**src/rtl/ysyx_23060191_wbu_if.sv**
```systemverilog
// Retire-side bundle of the write-back unit: EXU/LSU handshake, load response and GPR write port.
// master = upstream pipeline / memory side, slave = the write-back unit.
interface ysyx_23060191_wbu_if #(
    parameter int unsigned CPU_WIDTH = 32
);
    logic                 in_valid;
    logic                 in_ready;
    logic [CPU_WIDTH-1:0] in_result;
    logic [4:0]           in_rd;
    logic                 in_rd_wen;
    logic                 in_is_load;
    logic [2:0]           in_funct3;
    logic [1:0]           in_offset;
    logic                 mem_rvalid;
    logic [CPU_WIDTH-1:0] mem_rdata;
    logic                 gpr_wr_en;
    logic [4:0]           gpr_addr_rd;
    logic [CPU_WIDTH-1:0] gpr_data_rd;
    logic                 commit;
    logic                 err;

    modport master (
        output in_valid, in_result, in_rd, in_rd_wen, in_is_load, in_funct3, in_offset,
        output mem_rvalid, mem_rdata,
        input  in_ready, gpr_wr_en, gpr_addr_rd, gpr_data_rd, commit, err
    );

    modport slave (
        input  in_valid, in_result, in_rd, in_rd_wen, in_is_load, in_funct3, in_offset,
        input  mem_rvalid, mem_rdata,
        output in_ready, gpr_wr_en, gpr_addr_rd, gpr_data_rd, commit, err
    );
endinterface

```
**src/rtl/ysyx_23060191_wbu.sv**
```systemverilog
// Write-back unit: accepts one retiring instruction, waits for load data when needed, then
// issues a single registered GPR write plus a one-cycle commit pulse.
module ysyx_23060191_wbu #(
    parameter int unsigned CPU_WIDTH    = 32,
    parameter int unsigned LOAD_TIMEOUT = 255
) (
    input logic                clk,
    input logic                rst_n,
    ysyx_23060191_wbu_if.slave bus
);
    localparam int unsigned CntW = (LOAD_TIMEOUT > 1) ? $clog2(LOAD_TIMEOUT) : 1;

    typedef enum logic [1:0] {StIdle, StWaitMem, StWrite} state_e;

    state_e               state_q, state_d;
    logic [4:0]           rd_q, rd_d;
    logic                 rd_wen_q, rd_wen_d;
    logic [2:0]           funct3_q, funct3_d;
    logic [1:0]           offset_q, offset_d;
    logic [CntW-1:0]      cnt_q, cnt_d;
    logic                 gpr_wr_en_q, gpr_wr_en_d;
    logic [4:0]           gpr_addr_q, gpr_addr_d;
    logic [CPU_WIDTH-1:0] gpr_data_q, gpr_data_d;
    logic                 commit_q, commit_d;
    logic                 err_q, err_d;

    function automatic logic [CPU_WIDTH-1:0] load_ext(input logic [2:0] f3, input logic [1:0] off,
                                                     input logic [CPU_WIDTH-1:0] w);
        logic [7:0]  b;
        logic [15:0] h;
        b = w[{off, 3'b000} +: 8];
        h = w[{off[1], 4'b0000} +: 16];
        case (f3)
            3'b000:  return {{(CPU_WIDTH-8){b[7]}}, b};
            3'b001:  return {{(CPU_WIDTH-16){h[15]}}, h};
            3'b100:  return {{(CPU_WIDTH-8){1'b0}}, b};
            3'b101:  return {{(CPU_WIDTH-16){1'b0}}, h};
            default: return w;  // LW and the illegal encodings
        endcase
    endfunction

    function automatic logic illegal_f3(input logic [2:0] f3);
        return (f3 == 3'b011) || (f3 == 3'b110) || (f3 == 3'b111);
    endfunction

    always_comb begin
        state_d     = state_q;
        rd_d        = rd_q;
        rd_wen_d    = rd_wen_q;
        funct3_d    = funct3_q;
        offset_d    = offset_q;
        cnt_d       = cnt_q;
        gpr_wr_en_d = 1'b0;
        gpr_addr_d  = gpr_addr_q;
        gpr_data_d  = gpr_data_q;
        commit_d    = 1'b0;
        err_d       = err_q;
        unique case (state_q)
            StIdle: begin
                if (bus.in_valid) begin
                    rd_d     = bus.in_rd;
                    rd_wen_d = bus.in_rd_wen;
                    funct3_d = bus.in_funct3;
                    offset_d = bus.in_offset;
                    if (bus.in_is_load) begin
                        cnt_d   = '0;
                        state_d = StWaitMem;
                    end else begin
                        gpr_wr_en_d = bus.in_rd_wen && (bus.in_rd != 5'd0);
                        gpr_addr_d  = bus.in_rd;
                        gpr_data_d  = bus.in_result;
                        commit_d    = 1'b1;
                        state_d     = StWrite;
                    end
                end
            end
            StWaitMem: begin
                // Data arriving on the timeout cycle still wins over the abort.
                if (bus.mem_rvalid || (cnt_q == CntW'(LOAD_TIMEOUT - 1))) begin
                    gpr_wr_en_d = rd_wen_q && (rd_q != 5'd0);
                    gpr_addr_d  = rd_q;
                    commit_d    = 1'b1;
                    state_d     = StWrite;
                    if (bus.mem_rvalid) begin
                        gpr_data_d = load_ext(funct3_q, offset_q, bus.mem_rdata);
                        err_d      = err_q | illegal_f3(funct3_q);
                    end else begin
                        gpr_data_d = '0;
                        err_d      = 1'b1;
                    end
                end else begin
                    cnt_d = cnt_q + 1'b1;
                end
            end
            StWrite: state_d = StIdle;
            default: state_d = StIdle;
        endcase
    end

    always_ff @(posedge clk or negedge rst_n) begin
        if (!rst_n) begin
            state_q     <= StIdle;
            rd_q        <= '0;
            rd_wen_q    <= 1'b0;
            funct3_q    <= '0;
            offset_q    <= '0;
            cnt_q       <= '0;
            gpr_wr_en_q <= 1'b0;
            gpr_addr_q  <= '0;
            gpr_data_q  <= '0;
            commit_q    <= 1'b0;
            err_q       <= 1'b0;
        end else begin
            state_q     <= state_d;
            rd_q        <= rd_d;
            rd_wen_q    <= rd_wen_d;
            funct3_q    <= funct3_d;
            offset_q    <= offset_d;
            cnt_q       <= cnt_d;
            gpr_wr_en_q <= gpr_wr_en_d;
            gpr_addr_q  <= gpr_addr_d;
            gpr_data_q  <= gpr_data_d;
            commit_q    <= commit_d;
            err_q       <= err_d;
        end
    end

    assign bus.in_ready    = (state_q == StIdle) && rst_n;
    assign bus.gpr_wr_en   = gpr_wr_en_q;
    assign bus.gpr_addr_rd = gpr_addr_q;
    assign bus.gpr_data_rd = gpr_data_q;
    assign bus.commit      = commit_q;
    assign bus.err         = err_q;
endmodule

```
**src/flat_wrapper.sv**
```systemverilog
// flat-port wrapper written by rule: the top's interface ports become plain ports
module ysyx_23060191_wbu_flat 
#(
    parameter int unsigned CPU_WIDTH    = 32,
    parameter int unsigned LOAD_TIMEOUT = 255
)
  (clk, rst_n, bus_in_valid, bus_in_result, bus_in_rd, bus_in_rd_wen, bus_in_is_load, bus_in_funct3, bus_in_offset, bus_mem_rvalid, bus_mem_rdata, bus_in_ready, bus_gpr_wr_en, bus_gpr_addr_rd, bus_gpr_data_rd, bus_commit, bus_err);
  ysyx_23060191_wbu_if #(.CPU_WIDTH(CPU_WIDTH)) bus_i ();
  input logic clk;
  input logic rst_n;
  input wire logic [$bits(bus_i.in_valid)-1:0] bus_in_valid;
  input wire logic [$bits(bus_i.in_result)-1:0] bus_in_result;
  input wire logic [$bits(bus_i.in_rd)-1:0] bus_in_rd;
  input wire logic [$bits(bus_i.in_rd_wen)-1:0] bus_in_rd_wen;
  input wire logic [$bits(bus_i.in_is_load)-1:0] bus_in_is_load;
  input wire logic [$bits(bus_i.in_funct3)-1:0] bus_in_funct3;
  input wire logic [$bits(bus_i.in_offset)-1:0] bus_in_offset;
  input wire logic [$bits(bus_i.mem_rvalid)-1:0] bus_mem_rvalid;
  input wire logic [$bits(bus_i.mem_rdata)-1:0] bus_mem_rdata;
  output wire logic [$bits(bus_i.in_ready)-1:0] bus_in_ready;
  output wire logic [$bits(bus_i.gpr_wr_en)-1:0] bus_gpr_wr_en;
  output wire logic [$bits(bus_i.gpr_addr_rd)-1:0] bus_gpr_addr_rd;
  output wire logic [$bits(bus_i.gpr_data_rd)-1:0] bus_gpr_data_rd;
  output wire logic [$bits(bus_i.commit)-1:0] bus_commit;
  output wire logic [$bits(bus_i.err)-1:0] bus_err;
  assign bus_i.in_valid = bus_in_valid;
  assign bus_i.in_result = bus_in_result;
  assign bus_i.in_rd = bus_in_rd;
  assign bus_i.in_rd_wen = bus_in_rd_wen;
  assign bus_i.in_is_load = bus_in_is_load;
  assign bus_i.in_funct3 = bus_in_funct3;
  assign bus_i.in_offset = bus_in_offset;
  assign bus_i.mem_rvalid = bus_mem_rvalid;
  assign bus_i.mem_rdata = bus_mem_rdata;
  assign bus_in_ready = bus_i.in_ready;
  assign bus_gpr_wr_en = bus_i.gpr_wr_en;
  assign bus_gpr_addr_rd = bus_i.gpr_addr_rd;
  assign bus_gpr_data_rd = bus_i.gpr_data_rd;
  assign bus_commit = bus_i.commit;
  assign bus_err = bus_i.err;
  ysyx_23060191_wbu #(.CPU_WIDTH(CPU_WIDTH), .LOAD_TIMEOUT(LOAD_TIMEOUT)) u_core (.clk(clk), .rst_n(rst_n), .bus(bus_i));
endmodule
```
**config.mk**
```make
export PLATFORM = sky130hd
export DESIGN_NAME = ysyx_23060191_wbu_flat
export DESIGN_NICKNAME = d
export VERILOG_FILES = /design/src/rtl/ysyx_23060191_wbu_if.sv /design/src/rtl/ysyx_23060191_wbu.sv /design/src/flat_wrapper.sv
export SDC_FILE = /design/constraint.sdc
export NUM_CORES = 1
export LEC_CHECK = 0
export ABC_CLOCK_PERIOD_IN_PS = 1900
export BUFFER_PORTS_ARGS = -buffer_cell sky130_fd_sc_hd__clkbuf_2
export CORE_MARGIN = 4
export CORE_UTILIZATION = 46
export CTS_BUF_LIST = sky130_fd_sc_hd__clkbuf_16
export DETAILED_ROUTE_END_ITERATION = 16
export GPL_TIMING_DRIVEN = 0
export PLACE_DENSITY = 0.84
export RECOVER_POWER = 100
export SKIP_CTS_REPAIR_TIMING = 1
export SLEW_MARGIN = 5
export SYNTH_ARGS = -nofsm -noshare
export SYNTH_HDL_FRONTEND = slang
export SYNTH_SLANG_ARGS = --single-unit
export TNS_END_PERCENT = 5
```
**constraint.sdc**
```tcl
create_clock -name clk -period 1.9 [get_ports clk]
set_clock_uncertainty 0.05 [all_clocks]
set_input_delay 0 -clock clk [delete_from_list [all_inputs] [get_ports clk]]
set_output_delay 0 -clock clk [all_outputs]
set_load 0.01 [all_outputs]
```
# Word-level counts from Yosys, hierarchy flattened
# Cells that the tools add are included.
# Widths: inputs -> output; s select.
# op_classes
n_addsub	1
n_eq_ne	13
shift	2
n_mux	27
bitwise_logic	1
reduce_logical	16
# op_table
cell	n
$mux 32	4
$pmux 32 s4	1
$pmux 32 s2	1
$shiftx 32x6->16	1
$shiftx 32x6->8	1
$mux 8	3
$pmux 8 s2	1
$mux 5	3
$eq 3x3->1 const B	4
$pmux 5 s2	1
$reduce_bool 5->1	2
$add 8x1->8 const B	1
$eq 8x8->1 const B	1
$ne 2x2->1 const B	4
$reduce_and 4->1	2
$mux 1	7
$mux 2	3
$reduce_and 2->1	3
$pmux 1 s2	2
$pmux 2 s2	1
$eq 3x1->1 const B	1
$eq 3x2->1 const B	1
$logic_and 1x1->1	3
$logic_not 3->1	1
other kinds (6)	8
# totals
reg_bits	61
inputBits	80
output_inout_bits	41

# Depth between registers and ports, before layout
# Gate-level depths: netlist of run 1.
# depth
word_depth	5
mapped_depth	8
ltp_nobuf	6

# Worst setup path before layout of run 1
# OpenSTA, ideal clock, no wires.
# synth_path
path_kind	register -> register
start	reg u_core.offset_q[1]
end	reg u_core.gpr_data_q[10], in the netlist u_core.bus.gpr_data_rd[10]
arrival_ps	1600
path_slack_ps	129
stages_incl_launch_ff	6
path_buffers	1
period_less_slack_ps	1771
path_cell_list	dfrtp_1 -> buf_6 -> mux4_2 -> a211oi_4 -> nor4b_1 -> o22a_1
# synth_via
elab_chain_cells	5
elab_cells_between_ends	6
classes_between	shift (2); mux (4)
# synth_rtl
item	line	rtl
start: declaration	ysyx_23060191_wbu.sv:19	logic [1:0] offset_q, offset_d;
start signal: assignment	ysyx_23060191_wbu.sv:118	offset_q <= offset_d;
$shiftx 32x6->16 / $shiftx 32x6->8 (equally long branches)	ysyx_23060191_wbu.sv:32, ysyx_23060191_wbu.sv:31	
$pmux 32 s4 *	ysyx_23060191_wbu.sv:33	case (f3)
$mux 32 *	ysyx_23060191_wbu.sv:84	if (bus.mem_rvalid) begin
$mux 32 *	ysyx_23060191_wbu.sv:79	if (bus.mem_rvalid || (cnt_q == CntW'(LOAD_TIMEOUT - 1))) begin
$pmux 32 s2 *	ysyx_23060191_wbu.sv:58	unique case (state_q)
end signal: assignment	ysyx_23060191_wbu.sv:122	gpr_data_q <= gpr_data_d;
end: declaration	ysyx_23060191_wbu.sv:23	logic [CPU_WIDTH-1:0] gpr_data_q, gpr_data_d;
# Mark *: on every way between the ends. The rest lies on a longest branch, timed or not. The select of a mux whose other input is x is not followed.
# A chain may end at the register's enable or synchronous reset.

# Worst setup path in the final report of run 1
# layout_path
start	reg u_core.offset_q[1]
end	reg u_core.gpr_data_q[5], in the netlist u_core.bus.gpr_data_rd[5]
# The elaborated chain is that of the path after synthesis.

==> metrics, run 1 <==
status complete, but fails checks; failing checks hold timing; clk buf depth 2; Leak 0.002118 uW; Startpoint Class register; slowest stage delay, CP 0.39 ns; PortBufs 120; Clock Power Share 0.297; Overall Global Routing Usage 0.2377; FP Rows 32; Synth top area share 0.4187; commonest cells after routing, fill and taps aside clkbuf_2, dfrtp_1, clkbuf_1; CTS tree built; WS Path Type register to register; Final min period 1.861 ns; Core ar. 7727 um2; total power 6262 uW; Starting Density 0.4718; largest net degree at the start of global routing 63; vias in the first global route 3632; Slowest cell on crit path mux2_2; WL/cell 19.44 um; commonest non-fill, non-tap cell in the layout clkbuf_2; Synth area leader dfrtp_1; Hold Fails Final Rpt 62; DRT Pass-1 Iters 5; first-pass GRT wire length 18310 um; # IOs 121; clk_lat worst skew 0.33 ns; Die Y 97.03 um; Combinational Power Share 0.376; layout cells sized above 1 0.3366; Post-Place Cell Area 4377 um2; post-synthesis register bit count 61; Ys Warns 0; R2R setup slack 0.04 ns; # DRC 0; Setup crit end kind register; Flop pwr share 0.327; CTS buffer count 9; HPWL after DPL 8271 um; vias 3758; RR Endpoint u_core.bus.gpr_data_rd[5]$_DFFE_PN0P_; Hold WS -0.2428 ns; 1st-iter DRT viols 276; cell-internal power 4095 uW; Cells after Synth 352; number of flops mapped to enable cells by yosys 0; synthesized area 3646 um2; largest family of logic cells by synthesized area compound AO/OA/AOI/OAI gates; crit share post-route 0.9793; Sink Count 61; VDD IR max 0.0008882 V; crit path DAT 2.02 ns; Syn Nets 434; gpl congestion 0.8963; Async S/R FF share, synth 1.000; Nets 586; clk slew on worst S/H paths 0.05 ns; Synth-to-Final Area Change 36.34%; Hold Path Class input pin to asynchronous set/reset pin; initial antenna violation count 0; XOR/XNOR Fraction of Synth Area 0; GRT overflow 0; WL final 11860 um; design area 4971 um2; top area cells in the synthesized netlist dfrtp_1, a2bb2oi_1, o22a_1, mux2_2, a211oi_1; register area share after synthesis 0.4187; Compound-Gate Fraction of Synth Area 0.3068; Final ANT Viol Nets 0; DR vias/cell 6.161; WP data required 2.06 ns; Primary FF master, synth dfrtp_1; DIE AREA 9415 um2; Unique masters post-synth 47; worst-margin pin slew 0.8584 ns; Pwr Density 1260 nW/um2; Mean Syn Cell Area 10.36 um2; # setup viols final 0; Max Fclk 537.5 MHz; Max-Cap Viols 0; Die Wd 97.03 um; switching share of power 0.3460; diodes inserted 0; clk root buf clkbuf_16; RSZ-0062 raised after global routing true; depth of the CTS H-tree 3; worst-path cell chain buf_6 > clkbuf_1 > mux2_2 > o32ai_1 > a211oi_1 > o22a_1; Slew Viols, Final 0; post-synthesis mux area share 0.09849; Simple-Gate Fraction of Synth Area 0.1132; Synth Area in Adders 0.006863; slew margin rel. 0.4277; Crit Reg-Reg Startpoint u_core.offset_q[1]$_DFFE_PN0P_; Worst R2R Path Depth 6; CP max FO 10; net load switching power 2167 uW
[per-stage QoR]
step / util / setup TNS [ns] / instances / worst slack (ns)
2_1_floorplan: - / 0 / 352 / 0.1286
3_3_place_gp: 0.5661 / -5.952 / 574 / -0.1936
3_5_place_dp: 0.5664 / -6.879 / 574 / -0.2377
4_1_cts: 0.6088 / -7.675 / 589 / -0.2516
5_1_grt: 0.6433 / -0.2310 / 610 / -0.08255
6_report: 0.6433 / 0 / 610 / 0.03942
[power by group through the flow]
stage	combinational [uW]	clock [uW]	sequential, uW
2_1_floorplan	1270	0	2170
3_3_place_gp	2150	0	2030
3_5_place_dp	2210	0	2050
4_1_cts	2240	1850	2040
5_1_grt	2540	1930	2100
6_report	2360	1860	2050
[layer usage]
layer	GRT usage	routed length, um	vias to the layer above
met5	0	0	-
met4	0.07235	317	0
met3	0.05696	912	42
met2	0.3912	5774	232
met1	0.3102	4854	1809
li1	-	-	1675
[sequential cells by signal, indices dropped and copies added (netlist names)]
register	count
u_core.rd_wen_q	1
u_core.cnt_q	8
u_core.offset_q	2
u_core.bus.gpr_wr_en	1
u_core.bus.gpr_data_rd	32
u_core.rd_q	5
u_core.bus.gpr_addr_rd	5
u_core.state_q	2
u_core.bus.err	1
u_core.bus.commit	1
u_core.funct3_q	3
[synth_stat cells, types with 2 or more instances]
cell,n
buf_1,2
nand2_1,12
buf_4,5
nor2b_1,10
mux2_2,21
inv_1,10
o211ai_1,2
a211oi_1,24
nand3_1,6
mux2_1,8
nand2b_1,3
nor3b_1,10
buf_2,4
nand4_1,2
a21oi_1,21
o32ai_1,7
a2bb2oi_1,31
o21ai_0,17
nor4b_1,7
o22a_1,31
clkbuf_1,21
or4_1,2
dfrtp_1,61
or3_1,2
nor2_1,9
ha_1,2
buf_6,2
[critical path: cells and delay by family, from the launching register on]
family	cells	cell delay, ns
compound gates	3	0.49
buf+inv	2	0.48
flops	1	0.33
mux	1	0.39
[logic make-up after synthesis]
kind of cell | after synthesis
AOI/OAI and AO/OA | 146
adders and majority gates | 2
buffers and inverters | 44
DFF | 61
muxes | 31
and+or+nand+nor | 68
[area by class of cell]
| cell class | instances | area [um2] |
|---|---|---|
| fillers | 613 | 2756 |
| multi-input cells | 247 | 1997 |
| flip-flops and latches | 61 | 1530 |
| repair buffers | 141 | 745.7 |
| clock buffers | 9 | 225.2 |
| plain buffers | 34 | 205.2 |
| well taps | 102 | 127.6 |
| clock inverters | 6 | 102.6 |
| inverters | 10 | 37.54 |
[how the worst max path moves through the flow]
stage                                         from                                endpoint  slack (ns)
finish              u_core.offset_q[1]$_DFFE_PN0P_   u_core.bus.gpr_data_rd[5]$_DFFE_PN0P_        0.04
global route         u_core.state_q[0]$_DFFE_PN0P_             u_core.cnt_q[7]$_DFFE_PN0P_       -0.08
CTS                    u_core.cnt_q[0]$_DFFE_PN0P_   u_core.bus.gpr_data_rd[3]$_DFFE_PN0P_       -0.25
detailed placement     u_core.cnt_q[0]$_DFFE_PN0P_   u_core.bus.gpr_data_rd[3]$_DFFE_PN0P_       -0.24
global placement     u_core.state_q[1]$_DFFE_PN0P_   u_core.bus.gpr_data_rd[4]$_DFFE_PN0P_       -0.19
floorplan           u_core.offset_q[1]$_DFFE_PN0P_  u_core.bus.gpr_data_rd[10]$_DFFE_PN0P_        0.13
No activity file was read; power rests on OpenSTA's default activity.
==> run 2: changes to the inputs <==
PLACE_DENSITY = 0.79   (was 0.84)
==> run 2 against run 1 <==
Utilization fell by 0.50 points. The flow finishes with violations (hold timing, setup timing). Non-clock buffer count did not move. Register-to-register slack got worse by 0.05 ns. Combinational power fell by 2%. Sequential share of layout area rose by 0.17 points. Via count fell by 4.8%.
==> metrics, run 2 (synthesis gave the netlist of run 1 again) <==
Final ANT Viol Nets 0 (unchanged); failing checks hold timing, setup timing; GR met2 Demand/Resource 0.3779 (-0.01327); CTS buffer count 9 (unchanged); hold_sp bus_in_is_load; Starting Density 0.4718 (unchanged); # fillers 648 (+5.7%); WS Path Type register to register; status complete, but fails checks; Sink Count 61 (unchanged); design area 4932 um2 (-0.78%); # DRC 0 (unchanged); vias in the first global route 3643 (+0.30%); WP data required 2.11 ns (+0.05 ns); GR Util met1 0.3006 (-0.009589); Pwr Density 1222 nW/um2 (-3.0%); Slew Viols, Final 0 (unchanged); Synth-to-Final Area Change 35.28%; Worst Hold End u_core.state_q[0]$_DFFE_PN0P_; commonest cells after routing, fill and taps aside clkbuf_2, dfrtp_1, clkbuf_1; commonest non-fill, non-tap cell in the layout clkbuf_2; Hold Path Class input pin to register; DR vias/cell 5.853 (-5.0%); largest net degree at the start of global routing 63 (unchanged); initial antenna violation count 0 (unchanged); diodes inserted 0 (unchanged); FP Rows 32 (unchanged); CP Launch Point u_core.offset_q[1]$_DFFE_PN0P_; clk slew on worst S/H paths 0.06 ns (about the same); grt peak-use layer met2; slew margin rel. 0.4390 (+0.01133); Post-Place Cell Area 4377 um2 (unchanged); WL/cell 18.32 um (-5.8%); # IOs 121 (unchanged); VDD IR max 0.0005187 V (-42%); crit path DAT 2.13 ns (+0.11 ns); crit share post-route 1.008 (+0.02852); DIE AREA 9415 um2 (unchanged); final worst slack -0.01478 ns (-0.05420 ns); PortBufs 120 (unchanged); Leak 0.002096 uW (-1.0%); depth of the CTS H-tree 3 (unchanged); R2R setup slack -0.01 ns (-0.05 ns); clk buf depth 2 (unchanged); Hold Fails Final Rpt 1 (-98%); max FFs per register 32 (unchanged); CTS tree built; Worst R2R Path Depth 6 (unchanged); RSZ-0062 raised after global routing true; Max-Cap Viols 0 (unchanged); layout cells sized above 1 0.3281 (-0.008520); clk root buf clkbuf_16; Overall Global Routing Usage 0.2328 (-0.004936); Startpoint Class register; Setup crit end kind register; Die Y 97.03 um (unchanged); Nets 586 (unchanged); Final min period 1.915 ns (+0.05420 ns); Hold WS -0.001003 ns (+0.2418 ns); Core ar. 7727 um2 (unchanged); vias 3576 (-4.8%); post-place setup slack -0.2326 ns (+0.005063 ns); CP max FO 9 (-1); clk_lat worst skew 0.33 ns (about the same); RR Endpoint u_core.bus.gpr_data_rd[12]$_DFFE_PN0P_; 1st-iter DRT viols 324 (+17%); GRT overflow 0 (unchanged); Max Fclk 522.3 MHz (-2.8%); fin util 0.6383 (-0.005020); gpl congestion 0.8921 (-0.47%); Die Wd 97.03 um (unchanged); DRT Pass-1 Iters 5 (unchanged); HPWL after DPL 8119 um (-1.8%); Crit Reg-Reg Startpoint u_core.offset_q[1]$_DFFE_PN0P_; worst-margin pin slew 0.8414 ns (-0.01699 ns); grt met3 use 0.03965 (-0.01730); # setup viols final 2 (+2); WL final 11190 um (-5.6%); Hold Crit Depth 3; first-pass GRT wire length 17840 um (-2.6%)
## run 2: cell type report
| class | instances | area, um2 | area share |
|---|---|---|---|
| Buffer | 34 | 209.0 | 0.04236 |
| Clock buffer | 9 | 225.2 | 0.04566 |
| Clock inverter | 7 | 81.33 | 0.01649 |
| Inverter | 10 | 37.54 | 0.007610 |
| Multi-Input combinational cell | 247 | 1988 | 0.4031 |
| Sequential cell | 61 | 1526 | 0.3095 |
| Tap cell | 102 | 127.6 | 0.02588 |
| Timing Repair Buffer | 141 | 737.0 | 0.1494 |
## run 2: worst max-delay path by stage
stage                                                  end  slack (ns)
CTS                 u_core.bus.gpr_data_rd[30]$_DFFE_PN0P_       -0.26
floorplan           u_core.bus.gpr_data_rd[10]$_DFFE_PN0P_        0.13
global route        u_core.bus.gpr_data_rd[12]$_DFFE_PN0P_       -0.07
global placement     u_core.bus.gpr_data_rd[4]$_DFFE_PN0P_       -0.14
detailed placement  u_core.bus.gpr_data_rd[30]$_DFFE_PN0P_       -0.23
finish              u_core.bus.gpr_data_rd[12]$_DFFE_PN0P_       -0.01
## run 2: worst max-delay path, stage by stage (launching register included)
cell      delay (ns)
dfrtp_1         0.37
buf_6           0.14
mux4_2          0.39
a211oi_4        0.07
buf_4           0.18
nor4b_1         0.43
o22a_1          0.22
## run 2: power by group
group	total, uW	leakage [uW]	switching, uW	internal, uW
Clock	1670	0.000147	636	1030
Combinational	2310	0.00123	1230	1080
Sequential	2050	0.000723	306	1740
Total	6030	0.00210	2170	3850
## run 2: metal layers
| layer | vias to the layer above | share of wire |
|---|---|---|
| met5 | - | 0 |
| met4 | 0 | 0.032 |
| met3 | 28 | 0.042 |
| met2 | 128 | 0.47 |
| met1 | 1735 | 0.46 |
| li1 | 1685 | - |
## run 2: stage by stage
step	cells	total power, uW	TNS [ns]
final	611	6026	-0.01834
after global routing	611	6390	-1.441
after CTS	590	5924	-6.512
after detailed placement	574	4252	-5.592
after global placement	574	4182	-2.686
after floorplan	352	3441	0
==> run 3: changes to the inputs <==
GPL_TIMING_DRIVEN = default   (was 0)
==> run 3 against run 2 <==
The flow now finishes without violations. Hold slack improved by 0.0046 ns. Critical path depth did not move. Via count fell by 0.62%. Register-to-register slack improved by 0.06 ns. Sequential power barely moved. Global-route usage fell by 0.62 points. Largest cell class unchanged. Utilization fell by 1.6 points. Non-clock buffer count fell by 17. Sequential share of layout area rose by 0.78 points. Highest routed layer unchanged. Clock power barely moved.
==> metrics, run 3 (synthesis gave the netlist of run 1 again) <==
diodes inserted 0 (unchanged); design area 4811 um2 (-2.5%); Final min period 1.853 ns (-0.06203 ns); Max Fclk 539.7 MHz (+3.3%); CTS buffer count 9 (unchanged); Nets 569 (-2.9%); status complete, no violations; CTS tree built; VDD IR max 0.0005961 V (+15%); Overall Global Routing Usage 0.2266 (-0.006189); clk buf depth 2 (unchanged); depth of the CTS H-tree 3 (unchanged); crit path DAT 2.01 ns (-0.12 ns); Startpoint Class register; crit share post-route 0.9751 (-0.03265); Sink Count 61 (unchanged); initial antenna violation count 0 (unchanged); Die Y 97.03 um (unchanged); largest net degree at the start of global routing 62 (-1.6%); Core ar. 7727 um2 (unchanged); WL final 11100 um (-0.82%); Pwr Density 1245 nW/um2 (+1.9%); layout cells sized above 1 0.3014 (-0.02667); vias 3554 (-0.62%); HPWL after DPL 7903 um (-2.7%); CP max FO 20 (+11); Hold Crit Depth 3 (unchanged); WL/cell 18.72 um (+2.2%); DIE AREA 9415 um2 (unchanged); slowest stage delay, CP 0.39 ns (-0.04 ns); Final ANT Viol Nets 0 (unchanged); DR vias/cell 5.993 (+2.4%); GRT overflow 0 (unchanged); gpl congestion 0.9199 (+3.1%); post-place setup slack 0.07961 ns (+0.3122 ns); Starting Density 0.4718 (unchanged); # setup viols final 0 (-2); Setup crit end kind register; worst-path cell chain buf_4 > buf_4 > nand2b_1 > o32ai_1 > a211oi_1 > o22a_1; footprint of the multi-input gates 1926 um2 (-3.1%); Post-Place Cell Area 4461 um2 (+1.9%); Synth-to-Final Area Change 31.95%; RR Endpoint u_core.bus.gpr_data_rd[5]$_DFFE_PN0P_; WS Path Type register to register; DRT Pass-1 Iters 5 (unchanged); Hold Path Class input pin to register; 1st-iter DRT viols 157 (-52%); hold_sp bus_in_is_load; # IOs 121 (unchanged); cell mode on critical path buf_4; commonest cells after routing, fill and taps aside clkbuf_2, dfrtp_1, clkbuf_1; R2R setup slack 0.05 ns (+0.06 ns); Leak 0.002042 uW (-2.6%); clk root buf clkbuf_16; vias in the first global route 3503 (-3.8%); Die Wd 97.03 um (unchanged); delay-heaviest family, CP compound AO/OA/AOI/OAI gates; # fillers 651 (+0.46%); worst path bufs/invs 2 (unchanged); clk_lat worst skew 0.32 ns (about the same); Slew Viols, Final 0 (unchanged); first-pass GRT wire length 17520 um (-1.8%); Worst R2R Path Depth 6 (unchanged); Max-Cap Viols 0 (unchanged); RSZ-0062 raised after global routing true; max FFs per register 32 (unchanged); FP Rows 32 (unchanged); total power 5990 uW (-0.60%); Crit Reg-Reg Startpoint u_core.offset_q[1]$_DFFE_PN0P_; Slowest cell on crit path o32ai_1; slew margin rel. 0.1135 (-0.3256); clk slew on worst S/H paths 0.05 ns (about the same); Hold Fails Final Rpt 0 (-1); WP data required 2.06 ns (-0.05 ns); commonest non-fill, non-tap cell in the layout clkbuf_2; PortBufs 120 (unchanged); Worst Hold End u_core.state_q[0]$_DFFE_PN0P_; final worst slack 0.04725 ns (+0.06203 ns); # DRC 0 (unchanged); worst-margin pin slew 1.330 ns (+0.4883 ns); Register Area 1526 um2 (unchanged); Hold WS 0.003617 ns (+0.004620 ns); fin util 0.6226 (-0.01571)
==> run 3: how the worst max path moves through the flow <==
stage                                    from                                     end  slack (ns)  cells after the start
2_1_floorplan  u_core.offset_q[1]$_DFFE_PN0P_  u_core.bus.gpr_data_rd[10]$_DFFE_PN0P_        0.13                      5
3_3_place_gp   u_core.offset_q[1]$_DFFE_PN0P_  u_core.bus.gpr_data_rd[13]$_DFFE_PN0P_        0.12                      4
3_5_place_dp   u_core.offset_q[1]$_DFFE_PN0P_  u_core.bus.gpr_data_rd[10]$_DFFE_PN0P_        0.08                      4
4_1_cts        u_core.offset_q[1]$_DFFE_PN0P_  u_core.bus.gpr_data_rd[14]$_DFFE_PN0P_        0.06                      4
5_1_grt           u_core.cnt_q[1]$_DFFE_PN0P_  u_core.bus.gpr_data_rd[15]$_DFFE_PN0P_       -0.03                      6
6_report       u_core.offset_q[1]$_DFFE_PN0P_   u_core.bus.gpr_data_rd[5]$_DFFE_PN0P_        0.05                      6
==> run 3: cell type report <==
| cell class | count | area share |
|---|---|---|
| sequential | 61 | 0.3173 |
| clock inverter | 6 | 0.01665 |
| clock buffer | 9 | 0.04681 |
| inverter | 10 | 0.007802 |
| multi-input combinational | 247 | 0.4003 |
| tap | 102 | 0.02653 |
| timing repair buffer | 158 | 0.1847 |
==> run 3: routing by layer <==
metal / track usage / part of all wire / vias up
met3: 0.03317 / 0.051 / 28
met4: 0.09179 / 0.024 / 0
met2: 0.3700 / 0.49 / 151
met5: 0 / 0 / -
li1: - / - / 1653
met1: 0.3023 / 0.44 / 1722
==> run 3: power breakdown <==
part / switching (uW) / internal, uW / leakage (uW)
clock network: 553 / 1130 / 0.000150
registers: 295 / 1740 / 0.000723
logic: 1220 / 1050 / 0.00117
==> run 3: worst register-to-register path, stage by stage (launching register included) <==
cell and delay, ns:
dfrtp_1 0.37, buf_4 0.17, buf_4 0.24, nand2b_1 0.21, o32ai_1 0.39, a211oi_1 0.11, o22a_1 0.21
==> run 3: through the flow <==
step	cells	setup TNS, ns
CTS	581	0
global placement	566	0
floorplan	352	0
finish	593	0
global route	593	-0.1405
detailed placement	566	0
